===== src/rtl/madd_msub_arbiter_pkg.sv =====
// Shared types and defaults for the modular add/sub unit arbiter.
package madd_msub_arbiter_pkg;

    typedef enum logic [1:0] {
        ST_IDLE,
        ST_ISSUE,
        ST_WAIT,
        ST_DONE
    } state_t;

    typedef enum logic {
        OP_ADD = 1'b0,
        OP_SUB = 1'b1
    } op_t;

    localparam int DEFAULT_NREQ    = 4;
    localparam int DEFAULT_TIMEOUT = 40;
    localparam int DEFAULT_TO_W    = 6;

    // (a + b) mod n for operands already below n.
    function automatic int wrap_add(input int a, input int b, input int n);
        return (a + b >= n) ? a + b - n : a + b;
    endfunction

endpackage


===== src/rtl/madd_msub_arbiter_if.sv =====
// Requester-side and unit-side signals of the arbiter; slave is the arbiter's view.
interface madd_msub_arbiter_if
    import madd_msub_arbiter_pkg::*;
#(
    parameter int NREQ = DEFAULT_NREQ
);
    logic [NREQ-1:0] req;
    logic [NREQ-1:0] op_sub;
    logic [NREQ-1:0] gnt;
    logic [NREQ-1:0] done;
    logic            flag;
    logic            err;
    logic            busy;
    logic            madd_en;
    logic            msub_en;
    logic            result_rdy;
    logic            result_flag;

    modport master (
        output req, op_sub, result_rdy, result_flag,
        input  gnt, done, flag, err, busy, madd_en, msub_en
    );

    modport slave (
        input  req, op_sub, result_rdy, result_flag,
        output gnt, done, flag, err, busy, madd_en, msub_en
    );
endinterface


===== src/rtl/madd_msub_arbiter_rr_pick.sv =====
// Combinational round-robin picker: first requester at or after ptr, wrapping.
module madd_msub_arbiter_rr_pick
    import madd_msub_arbiter_pkg::*;
#(
    parameter int NREQ  = DEFAULT_NREQ,
    parameter int IDX_W = 2
) (
    input  logic [NREQ-1:0]  req,
    input  logic [IDX_W-1:0] ptr,
    output logic [NREQ-1:0]  onehot,
    output logic [IDX_W-1:0] idx,
    output logic             valid
);
    int cand;

    always_comb begin
        // NOTE: every output gets a default before the loop; a path that skips an assignment would infer a latch.
        onehot = '0;
        idx    = '0;
        valid  = 1'b0;
        cand   = 0;
        for (int k = 0; k < NREQ; k++) begin
            cand = wrap_add(int'(ptr), k, NREQ);
            if (!valid && (((req >> cand) & NREQ'(1)) != '0)) begin
                valid  = 1'b1;
                idx    = IDX_W'(cand);
                onehot = NREQ'(1) << cand;
            end
        end
    end
endmodule


===== src/rtl/madd_msub_arbiter.sv =====
// Shares one serial modular add/sub unit among NREQ requesters with a round-robin
// grant, one start pulse per grant and a watchdog that aborts a silent unit.
module madd_msub_arbiter
    import madd_msub_arbiter_pkg::*;
#(
    parameter int NREQ    = DEFAULT_NREQ,
    parameter int TIMEOUT = DEFAULT_TIMEOUT,
    parameter int TO_W    = DEFAULT_TO_W
) (
    input logic                clk,
    input logic                rst,
    madd_msub_arbiter_if.slave bus
);
    localparam int IDX_W = (NREQ > 1) ? $clog2(NREQ) : 1;

    state_t           state_q, state_d;
    logic [IDX_W-1:0] idx_q, ptr_q;
    logic [TO_W-1:0]  wd_q;
    logic [NREQ-1:0]  pick_onehot;
    logic [IDX_W-1:0] pick_idx;
    logic             pick_valid;
    op_t              pick_op;
    logic             wd_expired;

    madd_msub_arbiter_rr_pick #(
        .NREQ  (NREQ),
        .IDX_W (IDX_W)
    ) u_rr_pick (
        .req    (bus.req),
        .ptr    (ptr_q),
        .onehot (pick_onehot),
        .idx    (pick_idx),
        .valid  (pick_valid)
    );

    assign pick_op    = ((bus.op_sub & pick_onehot) != '0) ? OP_SUB : OP_ADD;
    assign wd_expired = (wd_q == TO_W'(TIMEOUT - 1));

    always_comb begin
        state_d = state_q;
        unique case (state_q)
            ST_IDLE:  if (pick_valid) state_d = ST_ISSUE;
            ST_ISSUE: state_d = ST_WAIT;
            ST_WAIT:  if (bus.result_rdy || wd_expired) state_d = ST_DONE;
            ST_DONE:  state_d = ST_IDLE;
            default:  state_d = ST_IDLE;
        endcase
    end

    // Outputs are registered alongside the state, so they line up with the state they belong to.
    always_ff @(posedge clk) begin
        // NOTE: non-blocking assignments make every register here sample pre-edge values, independent of statement order.
        if (rst) begin
            state_q     <= ST_IDLE;
            idx_q       <= '0;
            ptr_q       <= '0;
            wd_q        <= '0;
            bus.gnt     <= '0;
            bus.done    <= '0;
            bus.flag    <= 1'b0;
            bus.err     <= 1'b0;
            bus.busy    <= 1'b0;
            bus.madd_en <= 1'b0;
            bus.msub_en <= 1'b0;
        end else begin
            state_q     <= state_d;
            bus.done    <= '0;
            bus.err     <= 1'b0;
            bus.madd_en <= 1'b0;
            bus.msub_en <= 1'b0;
            unique case (state_q)
                ST_IDLE: begin
                    if (pick_valid) begin
                        idx_q       <= pick_idx;
                        bus.gnt     <= pick_onehot;
                        bus.busy    <= 1'b1;
                        bus.madd_en <= (pick_op == OP_ADD);
                        bus.msub_en <= (pick_op == OP_SUB);
                    end
                end
                ST_ISSUE: wd_q <= '0;
                ST_WAIT: begin
                    // A result arriving on the timeout cycle still counts as a normal completion.
                    if (bus.result_rdy) begin
                        bus.flag <= bus.result_flag;
                        bus.done <= bus.gnt;
                    end else if (wd_expired) begin
                        bus.flag <= 1'b0;
                        bus.err  <= 1'b1;
                        bus.done <= bus.gnt;
                    end else begin
                        wd_q <= wd_q + TO_W'(1);
                    end
                end
                ST_DONE: begin
                    bus.gnt  <= '0;
                    bus.busy <= 1'b0;
                    ptr_q    <= IDX_W'(wrap_add(int'(idx_q), 1, NREQ));
                end
                default: ;
            endcase
        end
    end
endmodule


===== src/flat_wrapper.sv =====
// flat-port wrapper written by rule: the top's interface ports become plain ports
module madd_msub_arbiter_flat import madd_msub_arbiter_pkg::*;
#(
    parameter int NREQ    = DEFAULT_NREQ,
    parameter int TIMEOUT = DEFAULT_TIMEOUT,
    parameter int TO_W    = DEFAULT_TO_W
)
  (clk, rst, bus_req, bus_op_sub, bus_result_rdy, bus_result_flag, bus_gnt, bus_done, bus_flag, bus_err, bus_busy, bus_madd_en, bus_msub_en);
  madd_msub_arbiter_if #(.NREQ(NREQ)) bus_i ();
  input logic clk;
  input logic rst;
  input wire logic [$bits(bus_i.req)-1:0] bus_req;
  input wire logic [$bits(bus_i.op_sub)-1:0] bus_op_sub;
  input wire logic [$bits(bus_i.result_rdy)-1:0] bus_result_rdy;
  input wire logic [$bits(bus_i.result_flag)-1:0] bus_result_flag;
  output wire logic [$bits(bus_i.gnt)-1:0] bus_gnt;
  output wire logic [$bits(bus_i.done)-1:0] bus_done;
  output wire logic [$bits(bus_i.flag)-1:0] bus_flag;
  output wire logic [$bits(bus_i.err)-1:0] bus_err;
  output wire logic [$bits(bus_i.busy)-1:0] bus_busy;
  output wire logic [$bits(bus_i.madd_en)-1:0] bus_madd_en;
  output wire logic [$bits(bus_i.msub_en)-1:0] bus_msub_en;
  assign bus_i.req = bus_req;
  assign bus_i.op_sub = bus_op_sub;
  assign bus_i.result_rdy = bus_result_rdy;
  assign bus_i.result_flag = bus_result_flag;
  assign bus_gnt = bus_i.gnt;
  assign bus_done = bus_i.done;
  assign bus_flag = bus_i.flag;
  assign bus_err = bus_i.err;
  assign bus_busy = bus_i.busy;
  assign bus_madd_en = bus_i.madd_en;
  assign bus_msub_en = bus_i.msub_en;
  madd_msub_arbiter #(.NREQ(NREQ), .TIMEOUT(TIMEOUT), .TO_W(TO_W)) u_core (.clk(clk), .rst(rst), .bus(bus_i));
endmodule

===== config.mk =====
export PLATFORM = sky130hd
export DESIGN_NAME = madd_msub_arbiter_flat
export DESIGN_NICKNAME = d
export VERILOG_FILES = /design/src/rtl/madd_msub_arbiter_pkg.sv /design/src/rtl/madd_msub_arbiter_if.sv /design/src/rtl/madd_msub_arbiter_rr_pick.sv /design/src/rtl/madd_msub_arbiter.sv /design/src/flat_wrapper.sv
export SDC_FILE = /design/constraint.sdc
export NUM_CORES = 1
export LEC_CHECK = 0
export BUFFER_PORTS_ARGS = -buffer_cell sky130_fd_sc_hd__buf_2
export CAP_MARGIN = 25
export CORE_MARGIN = 5
export CORE_UTILIZATION = 50
export DETAILED_ROUTE_END_ITERATION = 7
export PLACE_DENSITY_LB_ADDON = 0.05
export REMOVE_ABC_BUFFERS = 1
export SLEW_MARGIN = 20
export SYNTH_ARGS = -nofsm -noshare
export SYNTH_HDL_FRONTEND = slang
export SYNTH_HIERARCHICAL = 1
export SYNTH_SLANG_ARGS = --single-unit

===== constraint.sdc =====
create_clock -name clk -period 2.7 [get_ports clk]
set_input_delay 0.54 -clock clk [delete_from_list [all_inputs] [get_ports clk]]
set_output_delay 0.54 -clock clk [all_outputs]
set_load 0.01 [all_outputs]

# [After elaboration in Yosys (flattened, before gate mapping)]
# Cells that the tools add are included.
[word_totals] regBits=25 out_inout_bits=13 word_cells=100
[classes] addsub=10 order_cmp=5 eq_ne=8 shifts=8 muxes=33 bitwise=5 n_reduce_logical=20
[ops] op="$mux W32" count=4
[ops] op="$shl A1 B32 Y4 const A" count=4
[ops] op="$shr A4 B32 Y1" count=4
[ops] op="$ge A32 B4 Y1 const B" count=3
[ops] op="$sub A32 B4 Y32 const B" count=3
[ops] op="$mux W4" count=7
[ops] op="$mux W2" count=7
[ops] op="$mux W6" count=2
[ops] op="$pmux W6 S2" count=1
[ops] op="$mux W1" count=9
[ops] op="$pmux W2 S4" count=1
[ops] op="$pmux W4 S2" count=1
[ops] op="$reduce_and A2 Y1" count=4
[ops] op="$add A2 B1 Y3 const B" count=2
[ops] op="$add A2 B2 Y3 const B" count=2
[ops] op="$add A6 B1 Y6 const B" count=1
[ops] op="$eq A6 B6 Y1 const B" count=1
[ops] op="$reduce_bool A2 Y1" count=3
[ops] op="$reduce_or A3 Y1" count=2
[ops] op="$and A4 B4 Y4" count=1
[ops] op="$eq A2 B2 Y1 const B" count=2
[ops] op="$ne A2 B1 Y1 const B" count=2
[ops] op="$ne A2 B2 Y1 const B" count=2
[ops] op="$not A1 Y1" count=4
[ops] op="other kinds (13)" count=17

# [Longest topological paths before layout]
# Gate-level depths: netlist of the first run.
[depth] word_depth=17 mapped_depth=13 ltp_nobuf=10

# [By module]
# Netlist of the first run, hierarchy kept.
[by_module_without_submodules] module="madd_msub_arbiter" n_inst=1 cells_each=135 area_each_um2=1161.1
[by_module_without_submodules] module="madd_msub_arbiter_rr_pick" n_inst=1 cells_each=67 area_each_um2=555.5

# [Worst setup path after synthesis of the first run]
# Ideal clock, no wire load.
[synth_path] path_type="reg-to-reg" startpoint="register u_core.ptr_q[0]" endpoint="register u_core.bus.madd_en" setup_ps=78 arrival_ps=2811 required_time_ps=2622 slack_ps=-188 path_stages_with_launch=12 n_path_buf=3 path_cell_list="dfxtp_1 > buf_6 > inv_1 > ha_1 > clkbuf_1 > mux4_1 > clkbuf_1 > or4_1 > a32o_1 > a22oi_1 > nand2_1 > nor3_1"
[synth_via] elab_chain_len=17
[synth_lines] item="from (decl)" line="madd_msub_arbiter.sv:17" text="logic [IDX_W-1:0] idx_q, ptr_q;"
[synth_lines] item="from (signal assigned)" line="madd_msub_arbiter.sv:98" text="ptr_q <= IDX_W'(wrap_add(int'(idx_q), 1, NREQ));"
[synth_lines] item="branches (longest 12 deep; another with $sub A32 B4 Y32)"
[synth_lines] item="$mux W4 *" line="madd_msub_arbiter_rr_pick.sv:24" text="if (!valid && (((req >> cand) & NREQ'(1)) != '0)) begin"
[synth_lines] item="via u_core.pick_onehot[0]" line="madd_msub_arbiter.sv:19" text="logic [NREQ-1:0] pick_onehot;"
[synth_lines] item="$and A4 B4 Y4 *" line="madd_msub_arbiter.sv:36" text="assign pick_op = ((bus.op_sub & pick_onehot) != '0) ? OP_SUB : OP_ADD;"
[synth_lines] item="$reduce_bool A4 Y1 *" line="madd_msub_arbiter.sv:36"
[synth_lines] item="$mux W1 *" line="madd_msub_arbiter.sv:36"
[synth_lines] item="$not A1 Y1 *" line="madd_msub_arbiter.sv:77" text="bus.madd_en <= (pick_op == OP_ADD);"
[synth_lines] item="to (signal assigned)" line="madd_msub_arbiter.sv:77"
[synth_lines] item="to (decl)" line="madd_msub_arbiter_if.sv:26" text="output gnt, done, flag, err, busy, madd_en, msub_en"
# Mark *: on every way through the listed nets, which the timed path passes.
# A chain may end at the register's enable or synchronous reset.

# [Final worst setup path of the first run]
# Same ends and word-level chain as after synthesis.

==> impl_metrics.tcl, run 1 <==
set metrics [dict create \
    antenna_found_initial 0 \
    post_drt_wl_per_cell_um 13.9 \
    avgViaCountPerCell 5.56 \
    finalCriticalPeriod_ns 2.56 \
    dieHeight_um 68.6 \
    total_leakage_power_uw 0.000782 \
    ys_types 46 \
    post_synth.cell_area_avg_um2 8.50 \
    grt_usage 0.180 \
    run_status "completed" \
    nets 254 \
    cts_made_buffers 3 \
    synth.top_cells.by_area "sky130_fd_sc_hd__dfxtp_1 (29%), sky130_fd_sc_hd__ha_1 (9.5%), sky130_fd_sc_hd__a21oi_1 (5.5%)" \
    longest_clk_path_bufs 2 \
    hold_buffers 0 \
    critPathKind "reg -> reg" \
    cts-htree-levels 1 \
    ys_async_sr_fraction 0 \
    main_synth_ff_type "sky130_fd_sc_hd__dfxtp_1" \
    worst_hold_path_cell_count 2 \
    crit_path_max_fanout 14 \
    cell_chosen_for_the_clock_root "sky130_fd_sc_hd__clkbuf_4" \
    grt_start_max_net_pins 25 \
    pin_count 25 \
    global_route_wire_length_before_repair_mm 6.50 \
    total_count_of_max_transition_violations_in_the_final_report 0 \
    route.detailed.drc 0 \
    crit_path_launch_type "flop" \
    max_clock_freq_mhz 391 \
    worst_setup_hold_path_clk_slew_ns 0.13 \
    clk-insertion-delay-late_ns 0.32 \
    ir_worst_vdd_mv 0.463 \
    hold_class "reg -> reg" \
    dp_hpwl_mm 2.87 \
    vias 1524 \
    overflow 0 \
    slew_headroom 0.640 \
    critical_path_required_ns 2.95 \
    final_core_util 0.585 \
    synth.cell_area_um2 1720 \
    floorplan.rows 21 \
    setup_total_negative_slack_ns 0 \
    detailedRoute.firstIterationViolations 131 \
    tightest_slew_ns 0.525 \
    final_hold_viol_count 0 \
    tritoncts_clock_tree "yes" \
    fin_skew_ns 0.00355 \
    synthToLayoutAreaGrowth_pct 13.6 \
    ant_nets 0 \
    yosysSeqAreaShare 0.292 \
    ff2ff_path_depth 7 \
    place_worst_setup_slack_ns 0.102 \
    detail_route.wirelength_mm 3.82 \
    timing.critical_path.to_type "flop" \
    synth_commonest_cells "sky130_fd_sc_hd__dfxtp_1 (25), sky130_fd_sc_hd__a21oi_1 (19), sky130_fd_sc_hd__nor2_1 (17)" \
    synth-edff-count 0 \
    synth-warning-count 6 \
    power_density_nw_per_um2 738 \
    io_buffers 24 \
    cts.sink_count 25 \
    min_period_over_period 0.947 \
    gp_congestion 0.895 \
    dieWidth_um 68.6 \
    synth_cells 202 \
    number_of_search_and_repair_iterations_in_the_first_detailed_routing_pass 4 \
    die_area_um2 4710 \
    coreArea_um2 3340 \
    ys_ff_latch 25 \
    via_count_of_the_first_global_routing_pass 1432 \
    initial_utilization 0.514 \
    antenna_cells 0 \
    drv.max_cap_violation_count 0 \
    grt_setup_unrepaired "false" \
    setup_viol 0 \
    yosysTopAreaCellShare 0.292 \
    synth_most_common_cell "sky130_fd_sc_hd__dfxtp_1" \
    nFillCells 314 \
    final_layout_size_suffix_gt1_frac 0.219 \
    critical_path_arrival_ns 2.80 \
    yosysTopAreaCell "sky130_fd_sc_hd__dfxtp_1" \
    setup_ws_ns 0.144 \
]
==> cell type report <==
cell class              count  area [um2]  share of cell area
multi-input cells         160        1160               0.594
flip-flops and latches     25         500               0.257
repair buffers             32         180              0.0924
well taps                  46        57.6              0.0295
inverters                   7        26.3              0.0135
clock buffers               3        22.5              0.0115
clock inverters             1        5.00             0.00257
==> path summary, 6_finish.rpt <==
path	from	end	slack, ns
max	u_core/ptr_q[0]$_SDFFE_PP0P_	u_core/bus.madd_en$_SDFF_PP0_	0.14
min	u_core/idx_q[1]$_SDFFE_PP0P_	u_core/idx_q[1]$_SDFFE_PP0P_	0.48
max reg2reg	u_core/ptr_q[0]$_SDFFE_PP0P_	u_core/bus.madd_en$_SDFF_PP0_	0.14
min reg2reg	u_core/idx_q[1]$_SDFFE_PP0P_	u_core/idx_q[1]$_SDFFE_PP0P_	0.48
==> stage by stage <==
stage	std cells	instance area (um2)	hold WS, ns	power [uW]
2_1_floorplan	192	1670	0.444	1050
3_3_place_gp	270	1910	0.459	1240
3_5_place_dp	270	1910	0.465	1270
4_1_cts	274	1930	0.468	1440
5_1_grt	274	1950	0.469	1580
6_report	274	1950	0.481	1440
==> sequential cells by signal, summed over array words and instances, names as in the netlist <==
name and flops:
u_core/wd_q 6, u_core/bus.busy 1, u_core/bus.gnt 4, u_core/bus.done 4, u_core/bus.madd_en 1, u_core/idx_q 2, u_core/bus.err 1, u_core/ptr_q 2
u_core/state_q 2, u_core/bus.msub_en 1, u_core/bus.flag 1
==> worst max-delay path, stage by stage (launching register included) <==
cell                      delay [ns]
sky130_fd_sc_hd__dfxtp_1        0.35
sky130_fd_sc_hd__buf_4          0.21
sky130_fd_sc_hd__mux4_1         0.68
sky130_fd_sc_hd__or4_1          0.52
sky130_fd_sc_hd__a32o_1         0.29
sky130_fd_sc_hd__a22oi_1        0.22
sky130_fd_sc_hd__nand2_1        0.07
sky130_fd_sc_hd__nor3_1         0.14
==> routing by layer <==
layer / GRT usage / up-vias / wire length, um
met3: 0.0405 / 2 / 221
met2: 0.288 / 39 / 1710
li1: - / 793 / -
met5: 0 / - / 0
met4: 0.0397 / 0 / 17
met1: 0.245 / 690 / 1870
==> what timing repair did <==
item                                    in CTS  in global routing
setup buffers                                0                  0
resized for setup                            0                  3
endpoints found under the hold margin        0                  0
endpoints found under the setup margin       0                  3
==> cells by family after synthesis <==
kind of cell | synth area share
compound gates | 0.179
xor+xnor | 0.00510
simple gates | 0.293
flops | 0.292
fa+ha+maj | 0.0948
mux | 0.0933
buf+inv | 0.0430
==> report_power, final <==
part           switching (uW)  internal, uW
combinational             435           347
sequential               50.6           442
clock                     109          55.5
total                     595           844
==> cell usage in the layout, fill, tap and decap left out, types with 3 or more instances in the layout <==
cell type and n:
sky130_fd_sc_hd__a211oi_1 5, sky130_fd_sc_hd__a21oi_1 19, sky130_fd_sc_hd__a22oi_1 3, sky130_fd_sc_hd__a32o_1 3
sky130_fd_sc_hd__and2_1 4, sky130_fd_sc_hd__buf_2 24, sky130_fd_sc_hd__buf_4 8, sky130_fd_sc_hd__clkbuf_4 3
sky130_fd_sc_hd__dfxtp_1 25, sky130_fd_sc_hd__ha_1 12, sky130_fd_sc_hd__inv_1 7, sky130_fd_sc_hd__mux2_4 3
sky130_fd_sc_hd__mux2i_1 4, sky130_fd_sc_hd__nand2_1 16, sky130_fd_sc_hd__nand2b_1 7, sky130_fd_sc_hd__nand3_1 10
sky130_fd_sc_hd__nand3b_1 3, sky130_fd_sc_hd__nor2_1 17, sky130_fd_sc_hd__nor2b_1 5, sky130_fd_sc_hd__nor3_1 6
sky130_fd_sc_hd__o211ai_1 3, sky130_fd_sc_hd__o21ai_0 5, sky130_fd_sc_hd__or2b_1 3, sky130_fd_sc_hd__or4_1 4
Note: power is estimated with default switching activity, not from simulation.
==> run 2, diff against run 1 <==
--- a/config.mk
+++ b/config.mk
@@ -10,7 +10,9 @@
 export CORE_MARGIN = 5
 export CORE_UTILIZATION = 50
 export DETAILED_ROUTE_END_ITERATION = 7
+export GPL_ROUTABILITY_DRIVEN = 1
 export PLACE_DENSITY_LB_ADDON = 0.05
+export RECOVER_POWER = 100
 export REMOVE_ABC_BUFFERS = 1
 export SLEW_MARGIN = 20
 export SYNTH_ARGS = -nofsm -noshare
==> run 2 against run 1 <==
  * Sequential share of layout area increased by 0.59 points
  * Critical path depth unchanged
  * Utilization decreased by 1.3 points
  * Sequential power about the same
  * Flip-flop and latch count unchanged
  * First-iteration DRC count decreased by 5.3%
  * Maximum frequency increased by 0.60%
  * Clock skew increased by 0.0024 ns
  * Non-clock buffer count unchanged
  * Clock-buffer cell count unchanged
  * Power decreased by 0.97%
  * Via count decreased by 0.46%
==> impl_metrics.tcl, run 2 (synthesis results as in run 1) <==
set metrics [dict create \
    ant_nets 0 \
    floorplan.rows 21 \
    worst_hold_path_cell_count 3 \
    longest_clk_path_bufs 2 \
    r2r_end "u_core/bus.madd_en$_SDFF_PP0_" \
    final_layout_size_suffix_gt1_frac 0.145 \
    r2r_start "u_core/ptr_q[0]$_SDFFE_PP0P_" \
    dp_hpwl_mm 2.87 \
    worst_setup_hold_path_clk_slew_ns 0.14 \
    hold_class "in -> reg" \
    initial_utilization 0.514 \
    cts-htree-levels 1 \
    cell_chosen_for_the_clock_root "sky130_fd_sc_hd__clkbuf_4" \
    grt_usage 0.180 \
    grt_start_max_net_pins 25 \
    timing.critical_path.to_type "flop" \
    max_clock_freq_mhz 394 \
    critical_path_required_ns 2.95 \
    final_common_cell "sky130_fd_sc_hd__dfxtp_1" \
    min_period_over_period 0.941 \
    antenna_found_initial 0 \
    vias 1517 \
    run_status "completed" \
    tightest_slew_ns 0.519 \
    cts_made_buffers 3 \
    global_route_wire_length_before_repair_mm 6.50 \
    slew_headroom 0.644 \
    io_buffers 24 \
    synthToLayoutAreaGrowth_pct 11.1 \
    detailedRoute.firstIterationViolations 124 \
    via_count_of_the_first_global_routing_pass 1432 \
    die_area_um2 4710 \
    hold_start "bus_result_flag" \
    crit_path_launch_type "flop" \
    largest_register_ffs 6 \
    critical_path_arrival_ns 2.79 \
    number_of_search_and_repair_iterations_in_the_first_detailed_routing_pass 4 \
    grt_setup_unrepaired "false" \
    cts.sink_count 25 \
    tritoncts_clock_tree "yes" \
    detail_route.wirelength_mm 3.84 \
    rrSetupSlack_ns 0.16 \
    hold_buffers 0 \
    total_count_of_max_transition_violations_in_the_final_report 0 \
    setup_total_negative_slack_ns 0 \
    drv.max_cap_violation_count 0 \
    finalCriticalPeriod_ns 2.54 \
    power_density_nw_per_um2 747 \
    nFillCells 328 \
    route.detailed.drc 0 \
    critPathKind "reg -> reg" \
    avgViaCountPerCell 5.54 \
    setup_viol 0 \
    ir_worst_vdd_mv 0.465 \
    largest-register "u_core/wd_q" \
    coreArea_um2 3340 \
    top_regs "u_core/wd_q: 6 flops, u_core/bus.done: 4 flops, u_core/bus.gnt: 4 flops" \
    ff2ff_path_depth 7 \
    post_drt_wl_per_cell_um 14.0 \
    total_leakage_power_uw 0.000722 \
    nets 254 \
    pin_count 25 \
    dieHeight_um 68.6 \
    final_hold_viol_count 0 \
    overflow 0 \
    clk-insertion-delay-late_ns 0.32 \
    dieWidth_um 68.6 \
    fin_skew_ns 0.00593 \
    layout.cells.most_common_list "sky130_fd_sc_hd__dfxtp_1 (25), sky130_fd_sc_hd__a21oi_1 (20), sky130_fd_sc_hd__nor2_1 (17), sky130_fd_sc_hd__nand2_1 (16), sky130_fd_sc_hd__clkbuf_1 (14)" \
    fin_worst_hold_slack_ns 0.478 \
    holdPathEnd "u_core/bus.flag$_SDFFE_PP0P_" \
    antenna_cells 0 \
    crit_path_max_fanout 14 \
    gp_congestion 0.895 \
]
[run 2: changes by cell type in the layout (fill, tap and decap cells not counted)]
cell                       before  now
sky130_fd_sc_hd__clkbuf_1       0   14
sky130_fd_sc_hd__buf_2         24   11
sky130_fd_sc_hd__and2_0         0    4
sky130_fd_sc_hd__and2_1         4    0
sky130_fd_sc_hd__buf_4          8    6
sky130_fd_sc_hd__a21oi_1       19   20
sky130_fd_sc_hd__a21oi_4        1    0
sky130_fd_sc_hd__and4bb_1       0    1
sky130_fd_sc_hd__and4bb_4       1    0
sky130_fd_sc_hd__clkbuf_2       0    1
sky130_fd_sc_hd__nor4bb_1       0    1
sky130_fd_sc_hd__nor4bb_2       1    0
[run 2: final cells by class]
class	instances	area, um2	share of cell area
Clock buffer	3	22.5	0.0118
Multi-Input combinational cell	160	1140	0.596
Inverter	7	26.3	0.0138
Clock inverter	1	5.00	0.00262
Tap cell	46	57.6	0.0302
Timing Repair Buffer	32	158	0.0827
Sequential cell	25	500	0.262
[run 2: per-stage QoR]
stage	worst slack, ns	util	area, um2	instances	total power, uW
finish	0.159	0.571	1910	274	1430
global route	0.0312	0.571	1910	274	1560
CTS	0.129	0.580	1930	274	1440
detailed placement	0.102	0.571	1910	270	1270
global placement	0.185	0.571	1910	270	1240
floorplan	-0.150	-	1670	192	1050
[run 2: how the worst max path moves through the flow]
stage                                            start                        endpoint  depth (start not counted)
after global placement                      bus_req[2]   u_core/bus.madd_en$_SDFF_PP0_                          8
after global routing      u_core/ptr_q[1]$_SDFFE_PP0P_  u_core/bus.gnt[1]$_SDFFE_PP0P_                         10
after CTS                 u_core/ptr_q[1]$_SDFFE_PP0P_   u_core/bus.madd_en$_SDFF_PP0_                          8
final                     u_core/ptr_q[0]$_SDFFE_PP0P_   u_core/bus.madd_en$_SDFF_PP0_                          7
after floorplan           u_core/ptr_q[0]$_SDFFE_PP0P_  u_core/state_q[1]$_SDFFE_PP0P_                          8
after detailed placement                    bus_req[2]   u_core/bus.madd_en$_SDFF_PP0_                          8
[run 2: power breakdown]
group	internal (uW)	leakage (uW)	total, uW	switching (uW)
registers	442	0.000204	494	52.5
clock network	55.5	0.0000177	166	111
logic	330	0.000501	765	435
total	828	0.000722	1430	598
[run 2: what timing repair did]
item | 4_1_cts | 5_1_grt
setup endpoints to repair | 0 | 3
resized for setup | 0 | 3
setup buffers | 0 | 0
[run 2: routing by layer]
metal / vias to the layer above / global-route usage / part of all wire
met5: - / 0 / 0
li1: 792 / - / -
met3: 2 / 0.0405 / 0.058
met1: 688 / 0.245 / 0.50
met2: 35 / 0.288 / 0.44
met4: 0 / 0.0397 / 0.0044
[run 2: worst max-delay path, stage by stage, from the launching register on]
cell and delay (ns):
sky130_fd_sc_hd__dfxtp_1 0.35, sky130_fd_sc_hd__buf_4 0.22, sky130_fd_sc_hd__mux4_1 0.67, sky130_fd_sc_hd__or4_1 0.52, sky130_fd_sc_hd__a32o_1 0.29, sky130_fd_sc_hd__a22oi_1 0.22, sky130_fd_sc_hd__nand2_1 0.07, sky130_fd_sc_hd__nor3_1 0.14
